### src/rtl/collector_pkg.sv
// Shared types and helpers for the result_collector stage.
package collector_pkg;

  // Collection sequence: wait for start, capture words, drain the buffer, report done.
  typedef enum logic [1:0] {
    ST_IDLE  = 2'd0,
    ST_RUN   = 2'd1,
    ST_DRAIN = 2'd2,
    ST_DONE  = 2'd3
  } state_e;

  // Width of one result word coming out of the multiply top.
  function automatic int dw(input int width, input int chunk_size, input int num_cores);
    return width * chunk_size * num_cores;
  endfunction

  // Pointer width for a power-of-two buffer; occupancy counts use one extra bit.
  function automatic int ptr_w(input int depth);
    return $clog2(depth);
  endfunction

endpackage

### src/rtl/sync_fifo.sv
// Single-clock FIFO with async reset and a synchronous flush.
// DEPTH must be a power of two so the pointers wrap by plain overflow.
module sync_fifo
  import collector_pkg::*;
#(
  parameter  int WIDTH = 8,
  parameter  int DEPTH = 4,
  localparam int PW    = ptr_w(DEPTH)
) (
  input  logic             clk,
  input  logic             rst_n,
  input  logic             flush,
  input  logic             push,
  input  logic             pop,
  input  logic [WIDTH-1:0] din,
  output logic [WIDTH-1:0] dout,
  output logic             full,
  output logic             empty,
  output logic [PW:0]      count
);

  logic [PW-1:0]    wr_ptr_q, wr_ptr_d;
  logic [PW-1:0]    rd_ptr_q, rd_ptr_d;
  logic [PW:0]      count_q, count_d;
  logic [WIDTH-1:0] mem_q [DEPTH];
  logic             do_push, do_pop;

  assign full    = (count_q == (PW+1)'(DEPTH));
  assign empty   = (count_q == '0);
  assign count   = count_q;
  assign dout    = mem_q[rd_ptr_q];
  // A full buffer still takes a push when a pop frees the head slot in the same cycle.
  assign do_pop  = pop && !empty;
  assign do_push = push && (!full || do_pop);

  // Next pointer and occupancy values; flush wins over any traffic.
  always_comb begin
    wr_ptr_d = wr_ptr_q;
    rd_ptr_d = rd_ptr_q;
    count_d  = count_q;
    if (flush) begin
      wr_ptr_d = '0;
      rd_ptr_d = '0;
      count_d  = '0;
    end else begin
      if (do_push) wr_ptr_d = wr_ptr_q + 1'b1;
      if (do_pop)  rd_ptr_d = rd_ptr_q + 1'b1;
      case ({do_push, do_pop})
        2'b10:   count_d = count_q + 1'b1;
        2'b01:   count_d = count_q - 1'b1;
        default: count_d = count_q;
      endcase
    end
  end

  // Pointer and occupancy registers.
  // NOTE: sequential state uses non-blocking assignments so every flop samples pre-edge values.
  always_ff @(posedge clk or negedge rst_n) begin
    if (!rst_n) begin
      wr_ptr_q <= '0;
      rd_ptr_q <= '0;
      count_q  <= '0;
    end else begin
      wr_ptr_q <= wr_ptr_d;
      rd_ptr_q <= rd_ptr_d;
      count_q  <= count_d;
    end
  end

  // Storage array write port.
  // NOTE: the array has no reset; stale contents are never visible because readers qualify on occupancy.
  always_ff @(posedge clk) begin
    if (do_push && !flush) mem_q[wr_ptr_q] <= din;
  end

endmodule

### src/rtl/result_collector.sv
// Captures result words from the multiply top, buffers them and re-emits them
// as an indexed ready/valid stream; raises done after NUM_WORDS deliveries.
// Optional feature macro: RESULT_COLLECTOR_OVF_EN (sticky overflow detection,
// dropped words still counted and padded with the last pushed word).
module result_collector
  import collector_pkg::*;
#(
  parameter  int WIDTH      = 16,
  parameter  int CHUNK_SIZE = 4,
  parameter  int NUM_CORES  = 2,
  parameter  int NUM_WORDS  = 4,
  parameter  int FIFO_DEPTH = 4,
  parameter  int IDX_WIDTH  = 14,
  localparam int DW         = dw(WIDTH, CHUNK_SIZE, NUM_CORES)
) (
  input  logic                 clk,
  input  logic                 rst_n,
  input  logic                 start,
  input  logic                 in_valid,
  input  logic [DW-1:0]        in_data,
  output logic                 m_valid,
  input  logic                 m_ready,
  output logic [DW-1:0]        m_data,
  output logic [IDX_WIDTH-1:0] m_index,
  output logic                 m_last,
  output logic                 busy,
  output logic                 done,
  output logic                 overflow
);

  localparam int                   CNT_W    = ptr_w(FIFO_DEPTH) + 1;
  localparam logic [IDX_WIDTH-1:0] NW       = IDX_WIDTH'(NUM_WORDS);
  localparam logic [IDX_WIDTH-1:0] LAST_IDX = IDX_WIDTH'(NUM_WORDS - 1);

  state_e               state_q, state_d;
  logic [IDX_WIDTH-1:0] accept_cnt_q, accept_cnt_d;
  logic [IDX_WIDTH-1:0] emit_cnt_q, emit_cnt_d;
  logic                 fifo_flush, fifo_push, fifo_pop;
  logic                 fifo_full, fifo_empty;
  logic [CNT_W-1:0]     fifo_count;
  logic [DW-1:0]        fifo_dout;
  logic                 fill_active;
  logic                 handshake;
`ifdef RESULT_COLLECTOR_OVF_EN
  logic                 overflow_q, overflow_d;
  logic [DW-1:0]        last_word_q, last_word_d;
`endif

  sync_fifo #(
    .WIDTH(DW),
    .DEPTH(FIFO_DEPTH)
  ) u_fifo (
    .clk  (clk),
    .rst_n(rst_n),
    .flush(fifo_flush),
    .push (fifo_push),
    .pop  (fifo_pop),
    .din  (in_data),
    .dout (fifo_dout),
    .full (fifo_full),
    .empty(fifo_empty),
    .count(fifo_count)
  );

`ifdef RESULT_COLLECTOR_OVF_EN
  // Once draining, words lost to overflow are replaced by repeats of the last stored word.
  assign fill_active = (state_q == ST_DRAIN) && fifo_empty && (emit_cnt_q != NW);
  assign m_data      = !m_valid ? '0 : (fifo_empty ? last_word_q : fifo_dout);
  assign overflow    = overflow_q;
`else
  assign fill_active = 1'b0;
  assign m_data      = m_valid ? fifo_dout : '0;
  assign overflow    = 1'b0;
`endif

  // Stream outputs decode registered state only; m_data is forced to zero when idle.
  assign m_valid   = (fifo_count != '0) || fill_active;
  assign handshake = m_valid && m_ready;
  assign fifo_pop  = handshake && !fifo_empty;
  assign m_index   = emit_cnt_q;
  assign m_last    = m_valid && (emit_cnt_q == LAST_IDX);
  assign busy      = (state_q == ST_RUN) || (state_q == ST_DRAIN);
  assign done      = (state_q == ST_DONE);

  // Sequencing, counters and capture decisions.
  // NOTE: every signal written here gets a default first, so no path leaves one unassigned (no latch).
  always_comb begin
    state_d      = state_q;
    accept_cnt_d = accept_cnt_q;
    emit_cnt_d   = emit_cnt_q;
    fifo_flush   = 1'b0;
    fifo_push    = 1'b0;
`ifdef RESULT_COLLECTOR_OVF_EN
    overflow_d   = overflow_q;
    last_word_d  = last_word_q;
`endif
    if (handshake) emit_cnt_d = emit_cnt_q + 1'b1;

    unique case (state_q)
      ST_IDLE, ST_DONE: begin
        if (start) begin
          state_d      = ST_RUN;
          accept_cnt_d = '0;
          emit_cnt_d   = '0;
          fifo_flush   = 1'b1;
`ifdef RESULT_COLLECTOR_OVF_EN
          overflow_d   = 1'b0;
`endif
        end
      end
      ST_RUN: begin
        if (in_valid) begin
          if (!fifo_full || fifo_pop) begin
            fifo_push    = 1'b1;
            accept_cnt_d = accept_cnt_q + 1'b1;
`ifdef RESULT_COLLECTOR_OVF_EN
            last_word_d  = in_data;
`endif
          end
`ifdef RESULT_COLLECTOR_OVF_EN
          else begin
            overflow_d   = 1'b1;
            accept_cnt_d = accept_cnt_q + 1'b1;
          end
`endif
        end
        if (accept_cnt_d == NW) state_d = ST_DRAIN;
      end
      ST_DRAIN: begin
        if (handshake && (emit_cnt_q == LAST_IDX)) state_d = ST_DONE;
      end
      default: state_d = ST_IDLE;
    endcase
  end

  // State and counter registers.
  always_ff @(posedge clk or negedge rst_n) begin
    if (!rst_n) begin
      state_q      <= ST_IDLE;
      accept_cnt_q <= '0;
      emit_cnt_q   <= '0;
`ifdef RESULT_COLLECTOR_OVF_EN
      overflow_q   <= 1'b0;
      last_word_q  <= '0;
`endif
    end else begin
      state_q      <= state_d;
      accept_cnt_q <= accept_cnt_d;
      emit_cnt_q   <= emit_cnt_d;
`ifdef RESULT_COLLECTOR_OVF_EN
      overflow_q   <= overflow_d;
      last_word_q  <= last_word_d;
`endif
    end
  end

endmodule
### config.mk
export PLATFORM = sky130hd
export DESIGN_NAME = result_collector
export DESIGN_NICKNAME = d
export VERILOG_FILES = /design/src/rtl/collector_pkg.sv /design/src/rtl/sync_fifo.sv /design/src/rtl/result_collector.sv
export SDC_FILE = /design/constraint.sdc
export NUM_CORES = 1
export LEC_CHECK = 0
export BUFFER_PORTS_ARGS = -buffer_cell sky130_fd_sc_hd__buf_2
export CAP_MARGIN = 30
export CORE_MARGIN = 2
export CORE_UTILIZATION = 28
export CTS_BUF_LIST = sky130_fd_sc_hd__clkbuf_4
export DETAILED_ROUTE_END_ITERATION = 10
export GPL_ROUTABILITY_DRIVEN = 0
export PLACE_DENSITY = 0.53
export SLEW_MARGIN = 20
export SYNTH_ARGS = -nofsm -noshare
export SYNTH_HDL_FRONTEND = slang
export SYNTH_SLANG_ARGS = --single-unit
### constraint.sdc
create_clock -name clk -period 4.44 [get_ports clk]
set_input_delay 0.888 -clock clk [delete_from_list [all_inputs] [get_ports clk]]
set_output_delay 0.888 -clock clk [all_outputs]
set_load 0.02 [all_outputs]
* Word-level counts from Yosys, hierarchy flattened
Memory sizes are Yosys's and may differ from the RTL's. Cells that the tools add are included. W data, S select, Z words.
Cells by class: $add $sub $neg 6, $mul 0, div/mod/pow operators 0, $lt $le $gt $ge 0, equality and inequality tests 11, shifts and indexed selects 0, muxes and demuxes 26, bitwise logic cells 0, reduce and logical (&&, ||, !) cells 23
Operators with widths (number):
- $mux W128 | 1
- $mux W14 | 7
- $add A14 B1 Y14 const B | 2
- $pmux W14 S2 | 1
- $eq A14 B2 Y1 const B | 1
- $eq A14 B3 Y1 const B | 1
- $mux W2 | 7
- $logic_and A1 B1 Y1 | 7
- $mux W1 | 7
- $eq A2 B2 Y1 const B | 3
- $pmux W2 S3 | 1
- $pmux W3 S2 | 1
- $reduce_bool A2 Y1 | 3
- $reduce_bool A3 Y1 | 2
- $add A2 B1 Y2 const B | 2
- $eq A2 B1 Y1 const B | 2
- $ne A2 B1 Y1 const B | 2
- $add A3 B1 Y3 const B | 1
- $eq A3 B3 Y1 const B | 1
- $logic_not A1 Y1 | 3
- $logic_not A3 Y1 | 1
- $logic_or A1 B1 Y1 | 3
- $mux W3 | 1
- $reduce_and A3 Y1 | 1
- 5 further kinds | 5
Word-level totals: register bits 37, latch bits 0, bits in writable memories 512, bits in read-only memories 0, output and inout port bits 147, logic and storage cells 73, memories kept 1
Memory list:
- u_fifo.mem_q | depth 4, bits a word 128, read ports 1, clocked after Yosys merged registers in 0, wr ports 1, RTL line sync_fifo.sv:25 | logic [WIDTH-1:0] mem_q [DEPTH];

* Logic depth before layout (Yosys ltp)
word-level depth 11, gate-level depth with buffers 10, gate-level depth less buffers 9

* Cells and area by module
A second synthesis with hierarchy kept.
Second synthesis, totals: cell total of the unflattened synthesis 1117, area total of the unflattened synthesis 21872.2 um^2
By module, submodules not included:
- sync_fifo | instances 1, cells an instance 736, area an instance 19033.3 um^2, seq. area each 15549.9 um^2
- result_collector | instances 1, cells an instance 381, area an instance 2839.0 um^2, seq. area each 750.7 um^2

* Worst setup path before layout
No wires, ideal clock.
path type input to register, start point input m_ready, end point memory u_fifo.mem_q[0][0] (netlist bit) (enable), library setup time 0.503 ns, arrival time 4.397 ns, required time 3.937 ns, slack -0.460 ns, stages on the path 5, path buffers 1, cell sequence or4b_4 -> buf_6 -> nand3_1 -> nor2_1 -> and2_1
On the way: cells in the longest elaborated chain, start to end 10, elaborated cells on any way between the ends 12
RTL lines:
- start, declared | RTL line result_collector.sv:22 | input logic m_ready,
- $logic_and A1 B1 Y1 (*) | RTL line result_collector.sv:78 | assign handshake = m_valid && m_ready;
- $logic_and A1 B1 Y1 (*) | RTL line result_collector.sv:79 | assign fifo_pop = handshake && !fifo_empty;
- $logic_or A1 B1 Y1 | RTL line result_collector.sv:113 | if (!fifo_full || fifo_pop) begin
- $mux W1 | RTL line result_collector.sv:113
- $mux W1 | RTL line result_collector.sv:112 | if (in_valid) begin
- $mux W1 | RTL line result_collector.sv:99 | unique case (state_q)
- $logic_and A1 B1 Y1 (*) | RTL line sync_fifo.sv:34 | assign do_push = push && (!full || do_pop);
- $logic_and A1 B1 Y1 (*) | RTL line sync_fifo.sv:73 | if (do_push && !flush) mem_q[wr_ptr_q] <= din;
- $mux W1 (*) | RTL line sync_fifo.sv:73
- $mux W1 (not written as such) (*) | RTL line sync_fifo.sv:73
- end, declared | RTL line sync_fifo.sv:25
Every way passes the cells marked *; elsewhere a longest branch is shown, timed or not.

* Worst setup path in the final report
start point register u_fifo.rd_ptr_q[1], end point output m_data[50]
On the way: cells in the longest elaborated chain, start to end 2
RTL lines:
- start, declared | RTL line sync_fifo.sv:23 | logic [PW-1:0] rd_ptr_q, rd_ptr_d;
- start signal, assigned | RTL line sync_fifo.sv:65 | rd_ptr_q <= rd_ptr_d;
- $mem_v2 Z4 W128
- $mux W128 | RTL line result_collector.sv:72 | assign m_data = m_valid ? fifo_dout : '0;
- end, declared | RTL line result_collector.sv:23 | output logic [DW-1:0] m_data,
No other way between the ends.

==> results_dict.tcl <==
set metrics [dict create \
    status "finished clean" \
    path_max_fanout 42 \
    antenna_found_initial 10 \
    rsz0062_at_grt "no" \
    cap_violations 0 \
    post-route-period-util_pct 89.4 \
    endpoint_kind "output port" \
    timing.slew.headroom_pct 37.0 \
    syn_area_per_cell_sq_um 19.9 \
    wl_met2_microns 25900 \
    firstDrtPassIters 5 \
    r2r_start "state_q[0]" \
    drtIter0Drc 712 \
    worstSkewPairLatency_ps 960 \
    path_clk_slew_ps 70 \
    drive_gt1_share_pct 41.7 \
    grt_max_degree 81 \
    num_vias 11733 \
    fmax_mhz 252 \
    grt_pass1_wl_microns 76200 \
    cts.sinks 549 \
    wl_met1_microns 20500 \
    hold_path_class "input pin to register" \
    grt-ovfl-total 0 \
    die_y_microns 282 \
    period_minus_slack_ps 3970 \
    core_area_sq_mm 0.0762 \
    layout.nets 1705 \
    powerDensity_mw_per_mm2 596 \
    worstMarginPinSlew_ps 944 \
    crit_arrival_ps 3080 \
    finalSetupViolations 0 \
    holdPathStages 1 \
    avgRoutedWirePerCell_microns 18.9 \
    max-vdd-ir-drop_uv 267 \
    die_w_microns 282 \
    yosys_warnings 0 \
    post-cts-setup-buffers 0 \
    htreeDepth 4 \
    synth.cell_area_sq_mm 0.0216 \
    critPathKind "register to output port" \
    ios 280 \
    dr.max_layer_used "met5" \
    place.port_buffers 278 \
    synth_edf_count 512 \
    area_growth_pct 25.3 \
    syn-num-nets 1231 \
    ys_seq_area_share_pct 75.3 \
    postRouteWirelength_microns 50900 \
    viasPerCell 4.35 \
    finalNonFillerCells 2696 \
    p_total_mw 16.2 \
    track_usage_pct 13.0 \
    clockRootBuffer "clkbuf_4" \
    row_count 101 \
    maxSlewViolCount 0 \
    worstReg2RegEnd "u_fifo.mem_q[2][103]" \
    cts_tree "yes" \
    route.detailed.drc 0 \
    holdWs_ps 196 \
    netlist_instances 1087 \
    start_util_pct 28.4 \
    worstHoldStart "in_data[81]" \
    cts_buffer_depth 3 \
    design.die.area_sq_mm 0.0795 \
    r2r_cells 7 \
    p_leak_nw 9.56 \
    synth-main-ff-cell "edfxtp_1" \
    skew_ps 85.0 \
    wl_met3_microns 3570 \
    r2r_slack_ps 1510 \
    ant_nets 0 \
    synth-async-reset-ratio_pct 6.74 \
    grt_pass1_vias 12758 \
    numCtsBuffers 149 \
    hold-path-endpoint "u_fifo.mem_q[3][81]" \
    synthDistinctLibCells 56 \
    cp-start-kind "register" \
    synth_seq_cells 549 \
    dpl.hpwl_microns 30900 \
    place_inst 2370 \
    hold_viol 0 \
    cp_data_required_time_ps 3550 \
    setup_tns_ps 0 \
]
==> metal layers <==
| layer | vias to the layer above | track usage (%) |
|---|---|---|
| met5 | - | 0 |
| met1 | 5966 | 15.0 |
| met2 | 314 | 21.7 |
| met4 | 14 | 5.20 |
| met3 | 80 | 5.19 |
| li1 | 5359 | - |
==> sequential cells by signal (all words and copies together) (netlist names) <==
name	count
u_fifo.count	3
state_q	2
u_fifo.rd_ptr_q	2
m_index	14
accept_cnt_q	14
u_fifo.mem_q	512
u_fifo.wr_ptr_q	2
==> cell type report <==
type | count | area (sq um)
sequential | 549 | 16300
multi-input combinational | 470 | 5040
clock inverter | 40 | 340
inverter | 8 | 30.0
clock buffer | 212 | 1590
timing repair buffer | 383 | 2520
antenna | 4 | 10.0
tap | 1030 | 1290
fill | 7269 | 49100
==> placed cells by master, fill, tap and decap left out, types with 17 or more instances in the layout <==
cell type / n
dlygate4sd3_1: 69
edfxtp_1: 512
buf_2: 278
dfrtp_1: 35
clkinv_1: 18
and2_1: 128
clkbuf_4: 212
nand2_1: 32
buf_4: 23
nor2_1: 38
o21ai_0: 17
mux4_2: 128
==> logic make-up after synthesis <==
logic type                 count (synthesis)  synth area share, %
AOI/OAI and AO/OA                         36                 1.05
xor gates and xnor gates                  18                0.728
adders and majority gates                 11                0.671
buffers and inverters                     68                 1.48
DFF                                      549                 75.3
muxes                                    139                 13.8
other                                      1               0.0173
and+or+nand+nor                          265                 6.90
==> cell usage after synthesis (10+ instances only) <==
cell type,number,share of area [%]
edfxtp_1,512,71
clkbuf_1,39,0.68
nand4_1,10,0.29
buf_2,11,0.25
dfrtp_1,37,4.3
ha_1,10,0.58
mux4_2,128,13
nand3_1,15,0.35
and2_1,132,3.8
nand2_1,32,0.55
nor2_1,38,0.66
mux2i_1,10,0.46
o21ai_0,17,0.39
xor2_1,10,0.40
==> worst max-delay path, cell delays in order, from the launching register on <==
cell and delay (ps):
dfrtp_4 970, buf_4 340, mux4_2 380, and2_1 210, buf_2 170
==> worst max path at each step <==
stage	startpoint	endpoint	slack, ps
finish	u_fifo.rd_ptr_q[1]	m_data[50]	470
global route	u_fifo.rd_ptr_q[0]	m_data[24]	160
CTS	u_fifo.rd_ptr_q[0]	m_data[50]	190
detailed placement	m_ready	u_fifo.mem_q[2][56]	1360
global placement	u_fifo.rd_ptr_q[0]	m_data[50]	1360
floorplan	m_ready	u_fifo.mem_q[0][0]	970
==> report_power, final <==
part           total, mW  internal, mW  leakage [nW]  switching, mW
Combinational       5.24          2.14          3.28           3.10
Sequential          6.36          6.13          5.12          0.235
Clock               4.57          2.54          1.15           2.03
==> per-stage QoR <==
stage	instance area, sq um	setup slack, ps	util (%)
global route	27100	157	35.6
global placement	24500	1360	32.1
CTS	27100	188	35.6
finish	27100	469	35.6
detailed placement	24500	1360	32.1
floorplan	21600	973	-
==> timing repair <==
action,CTS,global route
hold buffers,69,0
endpoints found under the hold margin,264,0
resized for setup,0,0
No activity file was read; power rests on OpenSTA's default activity.
